--- src/rtl/decode_issue_buffer_pkg.sv ---
// Shared decode-side types: the decoded instruction bundle and base opcodes.
// Imported by decode, sign extension and the decode/issue buffer.
package decode_issue_buffer_pkg;

    typedef struct packed {
        logic [4:0]  op_code;
        logic [31:0] imm;
        logic [4:0]  rd;
        logic [4:0]  rs1;
        logic [4:0]  rs2;
        logic [31:0] pc;
    } dec_instr_t;

    // opcode[6:2] of the RV32I base opcodes
    localparam logic [4:0] OP_LOAD   = 5'b00000;
    localparam logic [4:0] OP_IMM    = 5'b00100;
    localparam logic [4:0] OP_AUIPC  = 5'b00101;
    localparam logic [4:0] OP_STORE  = 5'b01000;
    localparam logic [4:0] OP_REG    = 5'b01100;
    localparam logic [4:0] OP_LUI    = 5'b01101;
    localparam logic [4:0] OP_BRANCH = 5'b11000;
    localparam logic [4:0] OP_JALR   = 5'b11001;
    localparam logic [4:0] OP_JAL    = 5'b11011;
    localparam logic [4:0] OP_SYSTEM = 5'b11100;

    function automatic dec_instr_t pack_instr(
        input logic [4:0]  op_code,
        input logic [31:0] imm,
        input logic [4:0]  rd,
        input logic [4:0]  rs1,
        input logic [4:0]  rs2,
        input logic [31:0] pc
    );
        dec_instr_t e;
        e.op_code = op_code;
        e.imm     = imm;
        e.rd      = rd;
        e.rs1     = rs1;
        e.rs2     = rs2;
        e.pc      = pc;
        return e;
    endfunction

endpackage

--- src/rtl/decode_issue_buffer.sv ---
// Two-in / two-out circular buffer between decode and issue.
// Slot 0 is always the older instruction on both sides.
module decode_issue_buffer
    import decode_issue_buffer_pkg::*;
#(
    parameter int DEPTH = 8,
    parameter int CNT_W = $clog2(DEPTH) + 1
) (
    input  logic                  clk,
    input  logic                  rst_n,
    input  logic                  flush,
    input  logic [1:0]            in_valid,
    output logic                  in_ready,
    input  logic [1:0][4:0]       in_op_code,
    input  logic [1:0][31:0]      in_imm,
    input  logic [1:0][4:0]       in_rd,
    input  logic [1:0][4:0]       in_rs1,
    input  logic [1:0][4:0]       in_rs2,
    input  logic [1:0][31:0]      in_pc,
    output logic [1:0]            out_valid,
    output logic [1:0][4:0]       out_op_code,
    output logic [1:0][31:0]      out_imm,
    output logic [1:0][4:0]       out_rd,
    output logic [1:0][4:0]       out_rs1,
    output logic [1:0][4:0]       out_rs2,
    output logic [1:0][31:0]      out_pc,
    input  logic [1:0]            out_accept,
    output logic [CNT_W-1:0]      count,
    output logic                  protocol_err
);

    localparam int PTR_W = $clog2(DEPTH);

    dec_instr_t       mem [DEPTH];
    logic [PTR_W-1:0] head;
    logic [PTR_W-1:0] tail;
    logic [PTR_W-1:0] head1;
    logic [PTR_W-1:0] tail1;
    dec_instr_t       wr0;
    dec_instr_t       wr1;
    dec_instr_t       rd0;
    dec_instr_t       rd1;
    logic             in_err;
    logic             out_err;
    logic [1:0]       n_in;
    logic [1:0]       n_out;

    assign head1 = head + PTR_W'(1);
    assign tail1 = tail + PTR_W'(1);

    // Only registered occupancy gates the producer; a same-cycle dequeue does not help.
    assign in_ready     = (count <= CNT_W'(DEPTH - 2));
    assign out_valid[0] = (count != '0);
    assign out_valid[1] = (count > CNT_W'(1));

    assign in_err  = (in_valid == 2'b10);
    assign out_err = (out_accept == 2'b10) || (|(out_accept & ~out_valid));

    always_comb begin
        n_in = 2'd0;
        if (in_ready && !in_err) begin
            n_in = {1'b0, in_valid[0]} + {1'b0, in_valid[1]};
        end
    end

    always_comb begin
        n_out = 2'd0;
        if (!out_err) begin
            n_out = {1'b0, out_accept[0]} + {1'b0, out_accept[1]};
        end
    end

    assign wr0 = pack_instr(in_op_code[0], in_imm[0], in_rd[0],
                            in_rs1[0], in_rs2[0], in_pc[0]);
    assign wr1 = pack_instr(in_op_code[1], in_imm[1], in_rd[1],
                            in_rs1[1], in_rs2[1], in_pc[1]);

    always_ff @(posedge clk or negedge rst_n) begin
        if (!rst_n) begin
            head  <= '0;
            tail  <= '0;
            count <= '0;
        end else if (flush) begin
            head  <= '0;
            tail  <= '0;
            count <= '0;
        end else begin
            head  <= head + PTR_W'(n_out);
            tail  <= tail + PTR_W'(n_in);
            count <= count + CNT_W'(n_in) - CNT_W'(n_out);
        end
    end

    always_ff @(posedge clk or negedge rst_n) begin
        if (!rst_n) begin
            protocol_err <= 1'b0;
        end else if (in_err || out_err) begin
            protocol_err <= 1'b1;
        end
    end

    always_ff @(posedge clk or negedge rst_n) begin
        if (!rst_n) begin
            for (int i = 0; i < DEPTH; i++) begin
                mem[i] <= '0;
            end
        end else if (!flush) begin
            if (n_in != 2'd0) begin
                mem[tail] <= wr0;
            end
            if (n_in == 2'd2) begin
                mem[tail1] <= wr1;
            end
        end
    end

    assign rd0 = mem[head];
    assign rd1 = mem[head1];

    assign out_op_code = {rd1.op_code, rd0.op_code};
    assign out_imm     = {rd1.imm,     rd0.imm};
    assign out_rd      = {rd1.rd,      rd0.rd};
    assign out_rs1     = {rd1.rs1,     rd0.rs1};
    assign out_rs2     = {rd1.rs2,     rd0.rs2};
    assign out_pc      = {rd1.pc,      rd0.pc};

endmodule
--- config.mk ---
export PLATFORM = sky130hd
export DESIGN_NAME = decode_issue_buffer
export DESIGN_NICKNAME = d
export VERILOG_FILES = /design/src/rtl/decode_issue_buffer_pkg.sv /design/src/rtl/decode_issue_buffer.sv
export SDC_FILE = /design/constraint.sdc
export NUM_CORES = 2
export LEC_CHECK = 0
export BUFFER_PORTS_ARGS = -buffer_cell sky130_fd_sc_hd__buf_4
export CAP_MARGIN = 10
export CORE_ASPECT_RATIO = 0.7
export CORE_MARGIN = 5
export CORE_UTILIZATION = 35
export CTS_BUF_LIST = sky130_fd_sc_hd__clkbuf_2 sky130_fd_sc_hd__clkbuf_4 sky130_fd_sc_hd__clkbuf_8
export DETAILED_ROUTE_END_ITERATION = 6
export PLACE_DENSITY = 0.61
export SLEW_MARGIN = 20
export SYNTH_ARGS = -nofsm -noshare
export SYNTH_HDL_FRONTEND = slang
export SYNTH_SLANG_ARGS = --single-unit
--- constraint.sdc ---
create_clock -name clk -period 5.55 [get_ports clk]
set_clock_uncertainty 0.05 [all_clocks]
set_input_delay 0.2775 -clock clk [delete_from_list [all_inputs] [get_ports clk]]
set_output_delay 0.2775 -clock clk [all_outputs]
set_load 0.05 [all_outputs]
== After elaboration in Yosys (flattened, before gate mapping) ==
Index checks and enable logic that the tools add are counted.

* Reductions and logical operators: 9
* $lt $le $gt $ge: 8
* Equal/unequal tests: 3
* Muxes and demuxes: 20
* Bitwise logic cells: 6
* $add $sub $neg: 8

{| class="wikitable"
|+ Operators by type and width
! cell !! count
|-
| $mux W672 || 3
|-
| $bwmux W672 || 2
|-
| $bmux W84 S3 || 2
|-
| $demux W84 S3 || 2
|-
| $mux W84 || 6
|-
| $ge A4 B4 Y1 const B || 4
|-
| $not A3 Y4 || 4
|-
| $lt A4 B1 Y1 const B || 2
|-
| $add A3 B1 Y3 const B || 2
|-
| $add A3 B2 Y3 || 2
|-
| $eq A2 B2 Y1 const B || 3
|-
| $mux W3 || 2
|-
| $add A1 B1 Y2 || 2
|-
| $add A4 B2 Y4 || 1
|-
| $gt A4 B1 Y1 const B || 1
|-
| $le A4 B3 Y1 const B || 1
|-
| $mux W2 || 2
|-
| $mux W4 || 1
|-
| $reduce_bool A4 Y1 || 1
|-
| $sub A4 B2 Y4 || 1
|-
| $logic_and A1 B1 Y1 || 3
|-
| $and A2 B2 Y2 || 1
|-
| $logic_or A1 B1 Y1 || 2
|-
| $not A2 Y2 || 1
|-
| 3 further kinds || 3
|}

* Word-level logic and storage cells: 106
* Bits of input ports: 175
* Register bits: 683

== Logic depth before layout (Yosys ltp) ==
* Word-level depth: 10
* Depth in mapped cells: 14

== Worst setup path before layout ==
Ideal clock, no wire load.

* Kind: register to register
* Start point: reg count[3]
* End point: reg count[3]
* Arrival: 3277 ps
* Cell stages (with the launch flop): 14
* Path slack: 2091 ps
* Library setup time: 132 ps
* Clock period less this slack: 3459 ps
* Path buffers: 2
* Cells stage by stage: dfrtp_1 > inv_1 > ha_1 > and3_1 > buf_6 > nor3_2 > clkbuf_1 > and2_1 > fa_1 > ha_1 > a21o_1 > a21oi_1 > xnor2_1 > nor2_1

* Word-level cells in the longest chain between the ends: 8
* Elaborated cells between the ends (all ways): 13
* Classes of those cells: 2 x add/sub; 2 x order compare; 3 x mux; 2 x bitwise; 4 x reduce/logical

{| class="wikitable"
|+ Ends and longest elaborated chain
! item !! line !! text
|-
| start: declaration || decode_issue_buffer.sv:28 || <nowiki>output logic [CNT_W-1:0] count,</nowiki>
|-
| start signal: assignment || decode_issue_buffer.sv:90 || <nowiki>count <= count + CNT_W'(n_in) - CNT_W'(n_out);</nowiki>
|-
| branches (longest 6 deep; another with $le A4 B3 Y1) || -- ||
|-
| $sub A4 B2 Y4 * || decode_issue_buffer.sv:90 ||
|-
| $mux W4 * || decode_issue_buffer.sv:83 || <nowiki>end else if (flush) begin</nowiki>
|}

Mark *: on every way between the ends.
A chain may end at the register's enable or synchronous reset.

== Worst setup path after layout ==
* Start point: reg tail[0]
* End point: reg mem[449] in the netlist's numbering

* Word-level cells in the longest chain between the ends: 10
* Elaborated cells between the ends (all ways): 18
* Classes of those cells: 1 x add/sub; 4 x order compare; 9 x mux; 2 x bitwise; 2 x reduce/logical

{| class="wikitable"
|+ Ends and longest elaborated chain
! item !! line !! text
|-
| start: declaration || decode_issue_buffer.sv:36 || <nowiki>logic [PTR_W-1:0] tail;</nowiki>
|-
| start signal: assignment || decode_issue_buffer.sv:89 || <nowiki>tail <= tail + PTR_W'(n_in);</nowiki>
|-
| branches (longest 9 deep; another with $ge A4 B4 Y1) || -- ||
|-
| $mux W672 * || decode_issue_buffer.sv:111 || <nowiki>if (n_in == 2'd2) begin</nowiki>
|-
| end signal: indexed assignment || decode_issue_buffer.sv:109 || <nowiki>mem[tail] <= wr0;</nowiki>
|-
| end signal: indexed assignment || decode_issue_buffer.sv:112 || <nowiki>mem[tail1] <= wr1;</nowiki>
|-
| end: declaration || decode_issue_buffer.sv:34 || <nowiki>dec_instr_t mem [DEPTH];</nowiki>
|}

Mark *: on every way between the ends. The select of a mux whose other input is x is not followed.

==> summary.txt <==
CTS
  – Clk pin slew, worst setup/hold paths: 0.06 ns
  – H-tree depth: 3
  – Clock latency on the worst-skew pair: 0.77 ns
  – CTS max path bufs: 3
  – Sink Count: 683
  – CTS tree: yes
  – # Post-CTS Setup Buffers: 0
  – Clock tree root buffer cell: clkbuf_8
  – Clock buffer count from CTS: 118

Routing
  – DR iter-0 viols: 5918
  – Wire length per cell: 34.6 microns
  – DR vias: 38700
  – TritonRoute pass-1 iters: 7
  – ANT nets after route: 0
  – WL final: 191000 microns
  – DRC Markers: 22
  – Vias per cell: 7.00

Power and ir drop
  – LEAKAGE: 20.2 nW
  – Switching part of the total: 46.0%
  – Power share of the clock group: 15.0%
  – Sw Pwr: 15.0 mW
  – Cell area power density: 645 nW/um^2
  – Internal power: 17.6 mW
  – Combinational power share: 57.7%
  – Total power: 32.6 mW
  – Share of power burned in registers: 27.4%
  – Maximum vdd ir drop: 0.000421 V

Yosys
  – Count of state elements after synthesis: 683
  – Post-Synth Simple-Gate Area: 8.67%
  – Mapped Area: 41600 sq um
  – Most frequent cell after synthesis: dfrtp_1
  – Synth area leaders: dfrtp_1, mux4_2, o221a_2
  – Syn Inst Count: 3480
  – Synth Area in XOR/XNOR: 0.183%
  – Unique masters post-synth: 53
  – Synthesized Nets: 3674
  – Synth Area in Adders: 0.643%
  – Mux share of post-synthesis cell area: 22.7%
  – Synth Area in Compound Gates: 19.5%
  – Largest family of logic cells by synthesized area: multiplexers
  – Number of synthesized flops with an enable pin: 0
  – Ys flop type: dfrtp_1
  – Syn avg cell area: 12.0 sq um
  – Synth area leader: dfrtp_1
  – Sequential element share of the synthesized area: 41.1%
  – Yosys top cell area share: 41.1%
  – Yosys warnings: 0
  – Ys async rst share: 100%
  – Most frequent cells after synthesis: dfrtp_1, a221oi_1, mux4_2

Status
  – Status: finished with violations
  – Failing checks: DRC

Flow run
  – Maxcap violations: 0

STA
  – Final worst slack: 1.02 ns
  – Fin Setup TNS: 0 ns
  – Slew Limit Headroom: 15.2%
  – Min Clock Period, post-route: 4.53 ns
  – Endpoints failing setup: 0
  – Worst-Margin Slew: 1.27 ns
  – Slew Limit Fails: 0
  – Max Freq: 221 MHz
  – Tcrit/Tclk final: 81.7%
  – RSZ-0062 raised after global routing: no
  – Final Hold Fails: 0

Critical path
  – Worst Setup End Kind: flop
  – CP arrival: 5.12 ns
  – Worst Path Max Fanout: 28
  – Crit Path Class: reg -> reg
  – Worst Path Required: 6.13 ns
  – Worst setup SP type: flop

Global route
  – Vias in the first global route: 38900
  – Largest net degree at the start of global routing: 156
  – GRT overflow: 0
  – Total GRT Usage: 29.2%
  – First-pass GRT wire length: 276000 microns
  – Initial antenna violation count: 16

Floorplan
  – Row count: 105
  – Core area: 118000 sq um
  – Die Span X: 422 microns
  – Starting Density: 35.4%
  – Die Area: 126000 sq um
  – IO Pins: 351
  – Chip Height: 299 microns

Worst hold path
  – Hold WC Path Type: in -> async

Placed design
  – # port buffers: 350
  – Hpwl dp: 107000 microns
  – Dpl ws: 1.68 ns
  – Placer Congestion: 0.843
  – Dpl cells: 5050

Cells and area
  – Nets: 4064
  – Final non-filler cell total: 5520
  – Layout cells sized above 1: 39.3%
  – Layout area overhead: 21.4%
[critical path, cell delays in order, from the launching register on]
cell and delay (ns):
dfrtp_1 0.62, ha_1 0.67, inv_2 0.21, nor2_4 0.53, nand2_2 0.87, buf_4 0.57
o221a_2 0.29, dlygate4sd3_1 0.55
[per-layer routing]
| layer | GRT usage [%] | up-vias | share of wire, % |
|---|---|---|---|
| met1 | 39.1 | 19700 | 38 |
| li1 | - | 15000 | - |
| met5 | 0.985 | - | 0.11 |
| met2 | 41.7 | 3255 | 42 |
| met4 | 14.3 | 8 | 5.8 |
| met3 | 10.8 | 709 | 14 |
[per-stage QoR]
step,instance area (sq um),hold WS [ns],util (%)
final,50500,0.170,43.0
after CTS,50500,0.0894,42.9
after global placement,45500,0.410,38.7
after global routing,50500,0.131,43.0
after floorplan,41600,-0.0681,-
after detailed placement,45600,0.406,38.8
[cells by family after synthesis]
kind of cell | count (synthesis)
AND/OR/NAND/NOR | 707
adder cells (fa/ha/maj) | 19
flip-flops | 683
AO/OA/AOI/OAI | 827
multiplexers | 504
buffers and inverters | 733
XOR/XNOR | 7
[layout make-up]
type / count / area, sq um
diodes: 12 / 30.0
clock buffers: 186 / 2270
clock inverters: 21 / 156
fillers: 10900 / 67000
inverters: 308 / 1160
multi-input cells: 2064 / 21900
flip-flops and latches: 683 / 17100
well taps: 1551 / 1940
repair buffers: 695 / 6010
[flip-flops by register name, indices dropped and copies added, names as in the netlist]
signal and flops:
mem 672, count 4, head 3, tail 3
protocol_err 1
[repair_timing]
item	CTS	global route
endpoints found under the hold margin	789	0
gates resized for setup	0	0
hold buffers	251	0
[cells in the final DEF, fill, tap and decap left out, drive strengths merged, types with 2 or more instances in the layout]
cell and instances:
inv 311, dfrtp 683, nand4 3, a221o 5, clkinv 13, nor2b 6
ha 15, buf 444, a222oi 110, a221oi 362, xor2 4, diode 12
clkinvlp 4, xnor2 3, fa 4, nor4 9, a211oi 15, nand3 227
or3 95, nand2b 9, dlygate4sd3 251, mux2 168, o21a 8, nand2 20
clkbuf 186, mux4 336, nor2 169, o21ai 3, o221a 316, a21o 2
or2 23, a21oi 3, nor3 141
[power by group through the flow]
stage | logic [mW] | clock network, mW | registers, mW
after floorplan | 13.0 | 0 | 8.16
after global placement | 17.9 | 0 | 8.78
after detailed placement | 18.1 | 0 | 8.87
after CTS | 18.6 | 4.91 | 8.81
after global routing | 19.6 | 5.14 | 9.13
final | 18.8 | 4.89 | 8.92
[path summary, 6_finish.rpt]
| kind | from | end | slack [ns] | cells past startpoint |
|---|---|---|---|---|
| worst min-delay path | rst_n | mem[96]$_DFFE_PN0N_ | 0.17 | 2 |
| max in group asynchronous | rst_n | mem[66]$_DFFE_PN0N_ | 3.86 | 3 |
| worst max register to register | tail[0]$_DFF_PN0_ | mem[449]$_DFFE_PN0N_ | 1.02 | 7 |
| min in group clk | in_valid[1] | protocol_err$_DFFE_PN0P_ | 0.17 | 4 |
| worst max-delay path | tail[0]$_DFF_PN0_ | mem[449]$_DFFE_PN0N_ | 1.02 | 7 |
| worst min register to register | mem[277]$_DFFE_PN0N_ | mem[277]$_DFFE_PN0N_ | 0.49 | 2 |
Power figures use the tool's default switching activity.
